### src/rtl/load_store_unit.sv
// Load/store unit: issues one word-wide memory access at a time on behalf of
// the datapath. Sub-word stores use read-modify-write. Sub-word loads are
// extracted from the read word and then sign- or zero-extended.
module load_store_unit #(
    parameter int ADDR_W  = 7,
    parameter int TIMEOUT = 16
) (
    input  logic              clk,
    input  logic              rst_n,
    input  logic              req,
    input  logic              we,
    input  logic [1:0]        size,
    input  logic              unsigned_ld,
    input  logic [31:0]       addr,
    input  logic [31:0]       wdata,
    output logic              busy,
    output logic              done,
    output logic              err,
    output logic [31:0]       rdata,
    output logic              mem_req,
    output logic              mem_we,
    output logic [ADDR_W-1:0] mem_addr,
    output logic [31:0]       mem_wdata,
    input  logic [31:0]       mem_rdata,
    input  logic              mem_ready
);

    // Wait counter must be able to hold TIMEOUT-1. With no timeout it is a dummy bit.
    localparam int CNT_W = (TIMEOUT > 1) ? $clog2(TIMEOUT) : 1;
    localparam int TO_LAST = (TIMEOUT > 0) ? (TIMEOUT - 1) : 0;

    typedef enum logic [1:0] {
        S_IDLE = 2'd0,
        S_RD   = 2'd1,
        S_WR   = 2'd2,
        S_RESP = 2'd3
    } state_t;

    state_t              state_q;
    logic                we_q;
    logic [1:0]          size_q;
    logic                uns_q;
    logic [1:0]          boff_q;
    logic [31:0]         wdata_q;
    logic [CNT_W-1:0]    cnt_q;
    logic                done_q;
    logic                err_q;
    logic [31:0]         rdata_q;
    logic                mem_req_q;
    logic                mem_we_q;
    logic [ADDR_W-1:0]   mem_addr_q;
    logic [31:0]         mem_wdata_q;

    logic [31:0]         addr_hi_s;
    logic                size_err_s;
    logic                req_err_s;
    logic                timeout_s;
    logic [31:0]         load_word_s;
    logic [31:0]         merged_s;

    // Select the addressed byte or halfword and extend it to 32 bits.
    function automatic logic [31:0] extract_load(input logic [31:0] word,
                                                 input logic [1:0]  sz,
                                                 input logic [1:0]  boff,
                                                 input logic        uns);
        logic [7:0]  b;
        logic [15:0] h;
        logic [31:0] r;
        b = word[{boff, 3'b000} +: 8];
        h = boff[1] ? word[31:16] : word[15:0];
        case (sz)
            2'b00:   r = uns ? {24'd0, b} : {{24{b[7]}}, b};
            2'b01:   r = uns ? {16'd0, h} : {{16{h[15]}}, h};
            default: r = word;
        endcase
        return r;
    endfunction

    // Overlay the right-aligned store data onto the addressed lane(s) of the old word.
    function automatic logic [31:0] merge_store(input logic [31:0] old,
                                                input logic [31:0] wd,
                                                input logic [1:0]  sz,
                                                input logic [1:0]  boff);
        logic [31:0] r;
        r = old;
        case (sz)
            2'b00: r[{boff, 3'b000} +: 8] = wd[7:0];
            2'b01: begin
                if (boff[1]) begin
                    r[31:16] = wd[15:0];
                end else begin
                    r[15:0] = wd[15:0];
                end
            end
            default: r = wd;
        endcase
        return r;
    endfunction

    // Alignment and reserved-size check on the incoming request.
    always_comb begin
        size_err_s = 1'b0;
        case (size)
            2'b00:   size_err_s = 1'b0;
            2'b01:   size_err_s = addr[0];
            2'b10:   size_err_s = (addr[1:0] != 2'b00);
            default: size_err_s = 1'b1;
        endcase
    end

    // Range check: any address bit above the word index makes the request illegal.
    always_comb begin
        addr_hi_s = addr >> (ADDR_W + 2);
        req_err_s = size_err_s | (addr_hi_s != 32'd0);
    end

    // Expiry fires on the cycle the wait counter would reach TIMEOUT.
    always_comb begin
        if (TIMEOUT > 0) begin
            timeout_s = (cnt_q == CNT_W'(TO_LAST));
        end else begin
            timeout_s = 1'b0;
        end
    end

    // Data-path helpers fed from the captured read word.
    always_comb begin
        load_word_s = extract_load(mem_rdata, size_q, boff_q, uns_q);
        merged_s    = merge_store(mem_rdata, wdata_q, size_q, boff_q);
    end

    // Main controller: state, memory handshake and all registered outputs.
    always_ff @(posedge clk or negedge rst_n) begin
        if (!rst_n) begin
            state_q     <= S_IDLE;
            we_q        <= 1'b0;
            size_q      <= 2'b00;
            uns_q       <= 1'b0;
            boff_q      <= 2'b00;
            wdata_q     <= 32'd0;
            cnt_q       <= '0;
            done_q      <= 1'b0;
            err_q       <= 1'b0;
            rdata_q     <= 32'd0;
            mem_req_q   <= 1'b0;
            mem_we_q    <= 1'b0;
            mem_addr_q  <= '0;
            mem_wdata_q <= 32'd0;
        end else begin
            done_q <= 1'b0;
            case (state_q)
                S_IDLE: begin
                    if (req) begin
                        we_q    <= we;
                        size_q  <= size;
                        uns_q   <= unsigned_ld;
                        boff_q  <= addr[1:0];
                        wdata_q <= wdata;
                        cnt_q   <= '0;
                        if (req_err_s) begin
                            state_q <= S_RESP;
                            done_q  <= 1'b1;
                            err_q   <= 1'b1;
                        end else if (we && (size == 2'b10)) begin
                            state_q     <= S_WR;
                            mem_req_q   <= 1'b1;
                            mem_we_q    <= 1'b1;
                            mem_addr_q  <= addr[ADDR_W+1:2];
                            mem_wdata_q <= wdata;
                        end else begin
                            state_q    <= S_RD;
                            mem_req_q  <= 1'b1;
                            mem_we_q   <= 1'b0;
                            mem_addr_q <= addr[ADDR_W+1:2];
                        end
                    end
                end
                S_RD: begin
                    if (mem_ready) begin
                        if (we_q) begin
                            // Read half of a sub-word store: keep mem_req high into WR.
                            state_q     <= S_WR;
                            mem_we_q    <= 1'b1;
                            mem_wdata_q <= merged_s;
                            cnt_q       <= '0;
                        end else begin
                            state_q   <= S_RESP;
                            mem_req_q <= 1'b0;
                            rdata_q   <= load_word_s;
                            done_q    <= 1'b1;
                            err_q     <= 1'b0;
                        end
                    end else if (timeout_s) begin
                        state_q   <= S_RESP;
                        mem_req_q <= 1'b0;
                        done_q    <= 1'b1;
                        err_q     <= 1'b1;
                    end else begin
                        cnt_q <= cnt_q + CNT_W'(1);
                    end
                end
                S_WR: begin
                    if (mem_ready) begin
                        state_q   <= S_RESP;
                        mem_req_q <= 1'b0;
                        mem_we_q  <= 1'b0;
                        done_q    <= 1'b1;
                        err_q     <= 1'b0;
                    end else if (timeout_s) begin
                        state_q   <= S_RESP;
                        mem_req_q <= 1'b0;
                        mem_we_q  <= 1'b0;
                        done_q    <= 1'b1;
                        err_q     <= 1'b1;
                    end else begin
                        cnt_q <= cnt_q + CNT_W'(1);
                    end
                end
                S_RESP: begin
                    state_q <= S_IDLE;
                end
                default: begin
                    state_q   <= S_IDLE;
                    mem_req_q <= 1'b0;
                    mem_we_q  <= 1'b0;
                end
            endcase
        end
    end

    assign busy      = (state_q != S_IDLE);
    assign done      = done_q;
    assign err       = err_q;
    assign rdata     = rdata_q;
    assign mem_req   = mem_req_q;
    assign mem_we    = mem_we_q;
    assign mem_addr  = mem_addr_q;
    assign mem_wdata = mem_wdata_q;

endmodule

### config.mk
export PLATFORM = sky130hd
export DESIGN_NAME = load_store_unit
export DESIGN_NICKNAME = d
export VERILOG_FILES = /design/src/rtl/load_store_unit.sv
export SDC_FILE = /design/constraint.sdc
export NUM_CORES = 1
export LEC_CHECK = 0
export CAP_MARGIN = 20
export CORE_ASPECT_RATIO = 0.75
export CORE_MARGIN = 4
export CORE_UTILIZATION = 49
export DETAILED_ROUTE_END_ITERATION = 12
export PLACE_DENSITY = 0.81
export SYNTH_ARGS = -nofsm -noshare
export SYNTH_HDL_FRONTEND = slang
export SYNTH_SLANG_ARGS = --single-unit
export TNS_END_PERCENT = 1
### constraint.sdc
create_clock -name clk -period 3.06 [get_ports clk]
set_input_delay 0.459 -clock clk [delete_from_list [all_inputs] [get_ports clk]]
set_output_delay 0.459 -clock clk [all_outputs]
set_load 0.03 [all_outputs]
======== After elaboration in Yosys (flattened, before gate mapping) ========
Cells that the tools add are included.
storage, ports and cells
  flip-flop bits (word level) ............. 119
  bits of input ports ..................... 104
  output and inout port bits .............. 76
  word-level logic and storage cells ...... 113
operators by class
  add/sub/neg operators ................... 2
  eq/ne operators ......................... 17
  shifts and indexed selects .............. 3
  multiplexer cells ....................... 57
  bitwise gates (word level) .............. 3
  reduce and logical (&&, ||, !) cells .... 17
operator list
  cell                    number
  $mux 32                 7
  $pmux 32 s2             3
  $mux 16                 3
  $bwmux 32               1
  $reduce_bool 32->1      1
  $shift 8x7->32 const A  1
  $shiftx 32x6->8         1
  $shiftx 8x7->32         1
  $mux 1                  25
  $mux 4                  5
  $pmux 1 s3              5
  $ne 2x2->1 const B      7
  $mux 2                  6
  $pmux 4 s3              1
  $reduce_and 4->1        3
  $reduce_and 6->1        2
  $ne 3x3->1 const B      3
  $pmux 2 s4              1
  $neg 5->7               1
  $eq 2x1->1 const B      3
  $eq 2x2->1 const B      3
  $logic_not 2->1         3
  $reduce_and 3->1        2
  $reduce_bool 2->1       3
  7 further kinds         8

======== Longest topological paths before layout ========
Gate-level depths: netlist of run 1.
  depth after elaboration ................. 7
  gate-level depth with buffers ........... 11
  depth with buffers taken out ............ 7

======== Worst setup path after synthesis of run 1 ========
Ideal clock, no wire load.
  path kind ............................... reg2reg
  start point ............................. register boff_q[0]
  end point ............................... register mem_wdata_q[10], in the netlist mem_wdata[10]
  data arrival time ....................... 2.347 ns
  data required time ...................... 2.995 ns
  path slack .............................. 0.648 ns
  cell stages (with the launch flop) ...... 11
  period minus slack after synthesis ...... 2.412 ns
  path through ............................ dfrtp_1 > buf_2 > buf_2 > inv_1 > ha_1 > or3b_2 > clkbuf_1 > o22ai_1 > nand2_1 > a31oi_1 > mux2_4
between the ends
  word-level cells in the longest chain between the ends .. 7
RTL lines
  what                                                      RTL line  RTL
  from (decl)                                               43        logic [1:0] boff_q;
  from (signal assigned)                                    157       boff_q <= addr[1:0];
  $neg 5->7 *                                               87        2'b00: r[{boff, 3'b000} +: 8] = wd[7:0];
  $shiftx 8x7->32 / $shift 8x7->32 (equally long branches)  87
  $bwmux 32 *                                               87
  $pmux 32 s2 *                                             86        case (sz)
  $mux 32 *                                                 180       if (we_q) begin
  $mux 32 *                                                 179       if (mem_ready) begin
  $pmux 32 s2 *                                             151       case (state_q)
  to (signal assigned)                                      169       mem_wdata_q <= wdata;
  to (signal assigned)                                      184       mem_wdata_q <= merged_s;
  to (decl)                                                 52        logic [31:0] mem_wdata_q;
Mark *: on every way between the ends. The rest lies on a longest branch, timed or not. The select of a mux whose other input is x is not followed.
A chain may end at the register's enable or synchronous reset.

======== Worst setup path after layout of run 1 ========
  start point ............................. register state_q[1]
  end point ............................... register mem_wdata_q[19], in the netlist mem_wdata[19]
between the ends
  word-level cells in the longest chain between the ends .. 3
RTL lines
  what                                                              RTL line  RTL
  from (decl)                                                       39        state_t state_q;
  from (signal assigned)                                            135       state_q <= S_IDLE;
  from (signal assigned)                                            161       state_q <= S_RESP;
  from (signal assigned)                                            165       state_q <= S_WR;
  $eq 2x1->1 / $logic_not 2->1 (equally long branches)              151
  $ne 2x2->1 (no line) / $reduce_bool 2->1 (equally long branches)  --
  $reduce_and 6->1 (no line)                                        --
Parallel ways exist; a longest one is shown, timed or not.

==> impl_metrics.yaml, run 1 <==
cts:
  postCtsSetupRepairBufs: 0
  worstSkewPairLatency_ps: 410
  clkTransAtPathRegs_ps: 50
  cts.sinks: 119
  cts_inserted_buffers: 17
  cts_htree_levels: 4
  clk_path_buf_depth: 2
  cts-root-buf: "sky130_fd_sc_hd__clkbuf_16"
  cts-resized-gates: 0
  cts_tree: "built"
  ctsHoldBuffers: 0
critical_path:
  cp_data_arrival_time_ps: 2950
  criticalPathCategory: "flip-flop to flip-flop"
  critPathRequiredTime_ps: 3360
  startpoint_type: "flip-flop"
  endpoint_kind: "flip-flop"
  critical_path.max_fanout: 32
route:
  drtPass1Iterations: 6
  vias_per_cell: 6.11
  routed_wirelength_um: 20900
  remaining_drc_errors: 0
  num_vias: 6162
  avgRoutedWirePerCell_um: 20.8
  final_antenna_net_count: 0
  detailedRoute.firstIterationViolations: 676
sta:
  final.setup.worst_slack_ps: 405
  unrepaired_setup_endpoints_after_global_routing: "no"
  final.setup_skew_ps: 7.29
  hold_violations: 0
  period_needed_ps: 2660
  maxSlewViolCount: 0
  final_min_period_over_clock_period_pct: 86.8
  worst_pin_slew_ps: 780
  maxClockFrequency_mhz: 377
  accumulated_negative_setup_slack_ps: 0
  timing.hold.ws_ps: 99.4
  timing.slew.headroom_pct: 47.6
  setup_violations: 0
cells_and_area:
  num-nets-final: 943
  area_of_the_multi_input_gates_um2: 3290
  seq_area_um2: 2980
  drive_gt1_share_pct: 16.2
  finish.instance_area_um2: 9020
  antenna-diode-count: 0
  syn2layout_area_growth_pct: 37.4
  final.fill_count: 961
synthesis:
  netlist_instances: 662
  compound_cell_area_share_of_the_yosys_netlist_pct: 17.0
  post_synth_num_cell_types: 55
  cell_types_occupying_the_most_area_after_synthesis: "sky130_fd_sc_hd__dfrtp_1, sky130_fd_sc_hd__mux2_2, sky130_fd_sc_hd__nor2_1"
  synthXorXnorAreaFrac_pct: 0
  postSynthNetCount: 777
  synthSimpleGateAreaFrac_pct: 13.8
  post_synth_top_area_cell: "sky130_fd_sc_hd__dfrtp_1"
  synth_warnings: 0
  synth_adder_area_share_pct: 2.10
  yosys_most_used_dff: "sky130_fd_sc_hd__dfrtp_1"
  yosysSeqAreaShare_pct: 45.4
  synth_largest_type_area_fraction_pct: 45.4
  synthArstFlopShare_pct: 100
  cell_area_after_synthesis_um2: 6570
  post_synth_mux_area_share_pct: 17.3
  syn_avg_cell_area_um2: 9.92
  synth_enable_flop_cells: 0
  register_bit_count_reported_by_yosys: 119
  combinational_family_with_the_most_area_after_synthesis: "multiplexers"
global_routing:
  track_usage_pct: 27.6
  antenna_violations_before_repair: 0
  grt_max_degree: 120
  grt.overflow.total: 0
  global_route_wire_length_before_repair_um: 33100
  vias_in_the_first_global_route: 6335
floorplanning:
  io_pins: 180
  dieHeight_um: 108
  initial_utilization_pct: 50.3
  placement_rows: 36
  core_um2: 13100
  die-area_um2: 15300
  die_w_um: 142
placed_design:
  placedInstanceArea_um2: 8480
  dp.final_hpwl_um: 15200
  port_buffers: 179
  preCtsSetupSlack_ps: 472
  gpl.final_weighted_congestion: 0.954
power_and_ir_drop:
  irDropWorstVdd_v: 0.000704
  power.density_nw_per_um2: 1170
  p_leak_uw: 0.00375
job:
  max_cap_violations: 0
outcome:
  run_status: "complete, no violations"
min_path:
  hold_path.class: "input pin to asynchronous set/reset pin"
## cell families (layout without fill, tap and decap cells)
group	Yosys count	count (layout)
flops	119	119
compound gates	165	165
fa+ha+maj	11	11
simple gates	205	205
buf+inv	64	240
mux	98	98
## metal layers
| layer | GRT usage (%) | part of all wire [%] | vias to the layer above |
|---|---|---|---|
| met3 | 8.18 | 9.9 | 53 |
| li1 | - | - | 2741 |
| met2 | 43.2 | 47 | 334 |
| met5 | 0 | 0 | - |
| met4 | 9.66 | 2.4 | 0 |
| met1 | 36.8 | 41 | 3034 |
## final timing paths
path                            depth (start not counted)             to  slack, ps        from
worst max-delay path                                    8  mem_wdata[19]        400  state_q[1]
worst min-delay path                                    2       cnt_q[3]        100       rst_n
worst max register to register                          8  mem_wdata[19]        400  state_q[1]
worst min register to register                          2       rdata[0]        490    rdata[0]
max in group asynchronous                               2  mem_wdata[23]       2420       rst_n
min in group clk                                        2       rdata[0]        490    rdata[0]
## worst max-delay path, stage by stage, from the launching register on
cell,delay [ps]
sky130_fd_sc_hd__dfrtp_1,430
sky130_fd_sc_hd__inv_1,120
sky130_fd_sc_hd__ha_2,480
sky130_fd_sc_hd__a21boi_1,400
sky130_fd_sc_hd__inv_1,120
sky130_fd_sc_hd__and3_1,230
sky130_fd_sc_hd__a21oi_4,140
sky130_fd_sc_hd__buf_12,240
sky130_fd_sc_hd__mux2_2,370
## registers in the layout, summed over array words and instances (netlist names), 2 cells and up
name and count:
state_q 2, mem_wdata 32, mem_addr 7, boff_q 2, wdata_q 32, cnt_q 4, size_q 2, rdata 32
## cell type report
type / instances / share of cell area, %
Multi-Input combinational cell: 479 / 36.5
Inverter: 16 / 0.666
Timing Repair Buffer: 195 / 21.4
Sequential cell: 119 / 33.0
Clock inverter: 4 / 0.499
Tap cell: 171 / 2.37
Clock buffer: 25 / 5.49
## synthesized netlist by cell type, types with 2 or more instances
| cell | count |
|---|---|
| sky130_fd_sc_hd__dfrtp_1 | 119 |
| sky130_fd_sc_hd__mux2_2 | 79 |
| sky130_fd_sc_hd__nor2_1 | 79 |
| sky130_fd_sc_hd__nand2_1 | 71 |
| sky130_fd_sc_hd__a21oi_1 | 50 |
| sky130_fd_sc_hd__a22oi_1 | 25 |
| sky130_fd_sc_hd__clkbuf_1 | 21 |
| sky130_fd_sc_hd__a31oi_1 | 19 |
| sky130_fd_sc_hd__o21ai_0 | 19 |
| sky130_fd_sc_hd__inv_1 | 16 |
| sky130_fd_sc_hd__buf_2 | 14 |
| sky130_fd_sc_hd__mux2i_1 | 14 |
| sky130_fd_sc_hd__ha_1 | 11 |
| sky130_fd_sc_hd__nand3_1 | 11 |
| sky130_fd_sc_hd__o22ai_1 | 11 |
| sky130_fd_sc_hd__a221oi_1 | 9 |
| sky130_fd_sc_hd__nand4_1 | 9 |
| sky130_fd_sc_hd__a221o_1 | 8 |
| sky130_fd_sc_hd__buf_1 | 7 |
| sky130_fd_sc_hd__nor2b_1 | 7 |
| sky130_fd_sc_hd__nor4_1 | 7 |
| sky130_fd_sc_hd__buf_6 | 5 |
| sky130_fd_sc_hd__nor3_1 | 5 |
| sky130_fd_sc_hd__a22o_1 | 4 |
| sky130_fd_sc_hd__mux4_2 | 4 |
| sky130_fd_sc_hd__and3_1 | 3 |
| sky130_fd_sc_hd__o2bb2ai_1 | 3 |
| sky130_fd_sc_hd__and3b_1 | 2 |
| sky130_fd_sc_hd__nand2b_1 | 2 |
| sky130_fd_sc_hd__nand3b_1 | 2 |
| sky130_fd_sc_hd__o211ai_1 | 2 |
## placed cells by master (no fill, tap or decap), drive strengths merged, types with 8 or more instances in the layout
cell type / n
a31oi: 19
clkbuf: 25
nor2: 80
nand4: 9
dfrtp: 119
a21oi: 51
mux2i: 14
clkdlybuf4s50: 178
o22ai: 11
o21ai: 19
mux2: 80
nand3: 11
ha: 11
inv: 16
a221o: 8
buf: 17
a22oi: 25
a221oi: 9
nand2: 71
## per-stage QoR
| stage | total power (uW) | utilization, % | instances |
|---|---|---|---|
| finish | 10500 | 69.1 | 1009 |
| global route | 11100 | 69.1 | 1009 |
| CTS | 10500 | 69.1 | 1009 |
| detailed placement | 8590 | 64.9 | 980 |
| global placement | 8390 | 64.9 | 980 |
| floorplan | 6630 | - | 662 |
## power by group
group          switching, uW  internal (uW)  leakage [uW]
Combinational           3220           2500       0.00206
Clock                    662           1180      0.000269
Sequential               647           2330       0.00142
No activity file was read; power rests on OpenSTA's default activity.
==> inputs of run 2 (changes only) <==
CORE_MARGIN = unset   (was 4)
CTS_CLUSTER_SIZE = 20   (was unset)
==> impl_metrics.yaml, run 2 (synthesized netlist as in run 1, its figures left out) <==
sta:
  maxSlewViolCount: 0
  unrepaired_setup_endpoints_after_global_routing: "no"
  final.setup_skew_ps: 5.85
  setup_violations: 0
  final.setup.worst_slack_ps: 438
  period_needed_ps: 2620
  maxClockFrequency_mhz: 381
  final_min_period_over_clock_period_pct: 85.7
  hold_violations: 0
  worst_pin_slew_ps: 797
  timing.slew.headroom_pct: 46.4
  accumulated_negative_setup_slack_ps: 0
min_path:
  hold_path.class: "input pin to asynchronous set/reset pin"
critical_path:
  cp_data_arrival_time_ps: 2160
  endpoint_kind: "primary output"
  startpoint_type: "flip-flop"
  criticalPathCategory: "flip-flop to primary output"
  critical_path.max_fanout: 7
  critPathRequiredTime_ps: 2600
global_routing:
  antenna_violations_before_repair: 0
  track_usage_pct: 30.9
  global_route_wire_length_before_repair_um: 31800
  grt.overflow.total: 0
  vias_in_the_first_global_route: 5889
  grt_max_degree: 67
cells_and_area:
  num-nets-final: 944
  most_frequent_cells_in_the_layout: "sky130_fd_sc_hd__clkdlybuf4s50_1, sky130_fd_sc_hd__dfrtp_1, sky130_fd_sc_hd__nor2_1, sky130_fd_sc_hd__mux2_2, sky130_fd_sc_hd__nand2_1"
  drive_gt1_share_pct: 16.5
  mostFrequentLayoutCell: "sky130_fd_sc_hd__clkdlybuf4s50_1"
  syn2layout_area_growth_pct: 39.0
  antenna-diode-count: 0
  finish.instance_area_um2: 9130
cts:
  clkTransAtPathRegs_ps: 50
  clk_path_buf_depth: 2
  cts_htree_levels: 4
  cts_tree: "built"
  cts-root-buf: "sky130_fd_sc_hd__clkbuf_16"
  ctsHoldBuffers: 1
  postCtsSetupRepairBufs: 0
  cts.sinks: 119
  cts_inserted_buffers: 17
  cts-resized-gates: 0
  worstSkewPairLatency_ps: 420
power_and_ir_drop:
  irDropWorstVdd_v: 0.000740
  p_leak_uw: 0.00379
  power.density_nw_per_um2: 1190
floorplanning:
  placement_rows: 36
  die_w_um: 136
  initial_utilization_pct: 50.4
  core_um2: 13000
  die-area_um2: 13900
  dieHeight_um: 102
  io_pins: 180
route:
  num_vias: 6063
  final_antenna_net_count: 0
  detailedRoute.firstIterationViolations: 518
  vias_per_cell: 5.99
  avgRoutedWirePerCell_um: 20.5
  routed_wirelength_um: 20700
  drtPass1Iterations: 5
  remaining_drc_errors: 0
placed_design:
  dp.final_hpwl_um: 15000
  gpl.final_weighted_congestion: 0.917
  placedInstanceArea_um2: 8480
  preCtsSetupSlack_ps: 441
  port_buffers: 179
job:
  max_cap_violations: 0
outcome:
  run_status: "complete, no violations"
run 2: layout make-up:
type	count	area [um^2]
clock buffers	25	495
inverters	16	60.1
repair buffers	196	1940
multi-input cells	479	3290
fillers	975	3890
well taps	171	214
clock inverters	7	140
flip-flops and latches	119	2980
run 2: worst max-delay path, stage by stage, from the launching register on:
cell,delay [ps]
sky130_fd_sc_hd__dfrtp_1,410
sky130_fd_sc_hd__inv_1,120
sky130_fd_sc_hd__ha_1,310
sky130_fd_sc_hd__inv_1,200
sky130_fd_sc_hd__clkdlybuf4s50_1,700
run 2: worst paths after layout:
kind	endpoint	cells past startpoint	slack, ps	startpoint
worst max-delay path	busy	4	440	state_q[0]
worst min-delay path	mem_wdata[29]	2	380	rst_n
worst max register to register	mem_wdata[23]	8	510	state_q[1]
worst min register to register	rdata[15]	2	480	rdata[15]
max in group asynchronous	rdata[19]	3	1840	rst_n
min in group clk	rdata[15]	2	480	rdata[15]
run 2: power by group:
group / total (uW) / internal, uW / switching (uW) / leakage [uW]
logic: 5720 / 2490 / 3230 / 0.00207
registers: 2970 / 2330 / 641 / 0.00142
clock network: 2140 / 1450 / 693 / 0.000304
run 2: layer usage:
| metal | up-vias | part of all wire (%) | track usage [%] | wire length [um] |
|---|---|---|---|---|
| li1 | 2743 | - | - | - |
| met1 | 2975 | 44 | 41.8 | 9100 |
| met2 | 294 | 46 | 47.5 | 9520 |
| met3 | 51 | 8.0 | 7.69 | 1650 |
| met4 | 0 | 2.2 | 13.0 | 463 |
| met5 | - | 0 | 0 | 0 |
run 2: through the flow:
step | hold WS (ps) | utilization, % | instances | power (uW)
after floorplan | 163 | - | 662 | 6630
after global placement | 265 | 65.1 | 980 | 8440
after detailed placement | 270 | 65.1 | 980 | 8600
after CTS | 366 | 70.1 | 1013 | 10800
after global routing | 382 | 70.1 | 1013 | 11400
final | 377 | 70.1 | 1013 | 10800
==> inputs of run 3 (changes only) <==
clock period = 2.9 ns   (was 3.06 ns; I/O delays follow)
==> impl_metrics.yaml, run 3 (synthesized netlist as in run 1, its figures left out) <==
outcome:
  run_status: "complete, no violations"
cells_and_area:
  most_frequent_cells_in_the_layout: "sky130_fd_sc_hd__clkdlybuf4s50_1, sky130_fd_sc_hd__dfrtp_1, sky130_fd_sc_hd__nor2_1, sky130_fd_sc_hd__mux2_2, sky130_fd_sc_hd__nand2_1"
  num-nets-final: 947
  finish.instance_area_um2: 9110
  final-instance-count-excl-fill: 1016
  final.fill_count: 973
  drive_gt1_share_pct: 17.0
  syn2layout_area_growth_pct: 38.8
  mostFrequentLayoutCell: "sky130_fd_sc_hd__clkdlybuf4s50_1"
  antenna-diode-count: 0
global_routing:
  grt.overflow.total: 0
  antenna_violations_before_repair: 0
  global_route_wire_length_before_repair_um: 33100
  track_usage_pct: 32.2
  grt_max_degree: 68
  vias_in_the_first_global_route: 6124
min_path:
  hold_path.class: "flip-flop to flip-flop"
  hold_path_startpoint: "rdata[0]"
  timing.hold.worst_path_depth: 2
critical_path:
  cp_cell_sequence: "inv_1 -> ha_1 -> inv_1 -> clkdlybuf4s50_1"
  cp.depth: 4
  critPathMaxStageDelay_ps: 700
  crit_family: "buffers and inverters"
  criticalPathCategory: "flip-flop to primary output"
  cp_data_arrival_time_ps: 2220
  startpoint_type: "flip-flop"
  endpoint_kind: "primary output"
  critPathBufInv: 3
  critPathRequiredTime_ps: 2470
  worst_r2r_startpoint: "state_q[1]"
  setup.worst_path.start: "state_q[0]"
  critical_path.max_fanout: 7
  path_common_cell: "sky130_fd_sc_hd__inv_1"
  rr_worst_depth: 7
  critical-path-slowest-cell: "sky130_fd_sc_hd__clkdlybuf4s50_1"
route:
  remaining_drc_errors: 0
  avgRoutedWirePerCell_um: 20.9
  vias_per_cell: 6.03
  routed_wirelength_um: 21200
  drtPass1Iterations: 5
  num_vias: 6123
  detailedRoute.firstIterationViolations: 525
  final_antenna_net_count: 0
placed_design:
  gpl.final_weighted_congestion: 0.956
  dp.final_hpwl_um: 15300
  placedCellCount: 983
  placedInstanceArea_um2: 8500
  port_buffers: 179
power_and_ir_drop:
  pwr-share-comb_pct: 53.9
  power.internal_uw: 6460
  power.density_nw_per_um2: 1250
  p_leak_uw: 0.00380
  net-switching-power_uw: 4900
  clkPwrFrac_pct: 18.8
  power.share.switching_pct: 43.1
  irDropWorstVdd_v: 0.000689
  total_power_uw: 11400
  share_seq_of_total_power_pct: 27.3
sta:
  maxSlewViolCount: 0
  period_needed_ps: 2660
  final.setup_skew_ps: 9.50
  final_min_period_over_clock_period_pct: 91.7
  unrepaired_setup_endpoints_after_global_routing: "no"
  timing.hold.ws_ps: 488
  timing.slew.headroom_pct: 47.3
  worst_pin_slew_ps: 784
  hold_violations: 0
  maxClockFrequency_mhz: 376
  setup_violations: 0
  accumulated_negative_setup_slack_ps: 0
cts:
  postCtsSetupRepairBufs: 0
  cts_tree: "built"
  cts_inserted_buffers: 17
  cts_htree_levels: 4
  clk_path_buf_depth: 2
  cts-root-buf: "sky130_fd_sc_hd__clkbuf_16"
  ctsHoldBuffers: 1
  worstSkewPairLatency_ps: 430
  clkTransAtPathRegs_ps: 60
  cts-resized-gates: 0
  cts.sinks: 119
floorplanning:
  dieHeight_um: 102
  io_pins: 180
  die_w_um: 136
  core_um2: 13000
  initial_utilization_pct: 50.4
  die-area_um2: 13900
  placement_rows: 36
job:
  max_cap_violations: 0
## run 3: changes by cell type in the layout (fill, tap and decap cells not counted)
cell	before	now
sky130_fd_sc_hd__clkbuf_8	4	1
sky130_fd_sc_hd__clkinv_4	0	4
sky130_fd_sc_hd__clkinvlp_4	2	1
sky130_fd_sc_hd__buf_4	15	18
sky130_fd_sc_hd__clkinv_2	1	4
sky130_fd_sc_hd__bufinv_16	4	3
sky130_fd_sc_hd__clkbuf_1	4	2
## run 3: final cells by class
| cell class | instances | area (um^2) | area share [%] |
|---|---|---|---|
| Tap cell | 171 | 214 | 2.35 |
| Clock buffer | 20 | 447 | 4.90 |
| Timing Repair Buffer | 199 | 1970 | 21.6 |
| Sequential cell | 119 | 2980 | 32.7 |
| Inverter | 16 | 60.1 | 0.659 |
| Clock inverter | 12 | 153 | 1.68 |
| Multi-Input combinational cell | 479 | 3290 | 36.1 |
## run 3: stage by stage
| stage | setup slack [ps] | utilization [%] |
|---|---|---|
| final | 241 | 70.0 |
| after global placement | 387 | 65.3 |
| after detailed placement | 314 | 65.3 |
| after floorplan | 488 | - |
| after global routing | 185 | 70.0 |
| after CTS | 277 | 70.0 |
## run 3: worst min-delay path, stage by stage, from the launching register on
cell and delay [ps]:
sky130_fd_sc_hd__dfrtp_1 340, sky130_fd_sc_hd__nand2_1 50, sky130_fd_sc_hd__o21ai_0 60
## run 3: final timing paths
path / to / slack, ps
setup / recovery: busy / 240
hold / removal: rdata[0] / 490
setup reg to reg: mem_wdata[10] / 520
hold reg to reg: rdata[0] / 490
max in group asynchronous: mem_wdata[10] / 1580
min in group asynchronous: cnt_q[2] / 520
## run 3: layer usage
metal | vias up | GRT usage (%) | wire length [um]
li1 | 2766 | - | -
met1 | 3001 | 43.3 | 8960
met2 | 309 | 50.0 | 9970
met3 | 47 | 8.48 | 1850
met4 | 0 | 12.0 | 453
met5 | - | 0 | 0
## run 3: power groups by stage
stage / logic, uW / clock network, uW / registers, uW
global placement: 5870 / 0 / 3060
CTS: 6080 / 2150 / 3080
floorplan: 3170 / 0 / 3820
global route: 6560 / 2220 / 3190
detailed placement: 6020 / 0 / 3100
finish: 6120 / 2130 / 3100
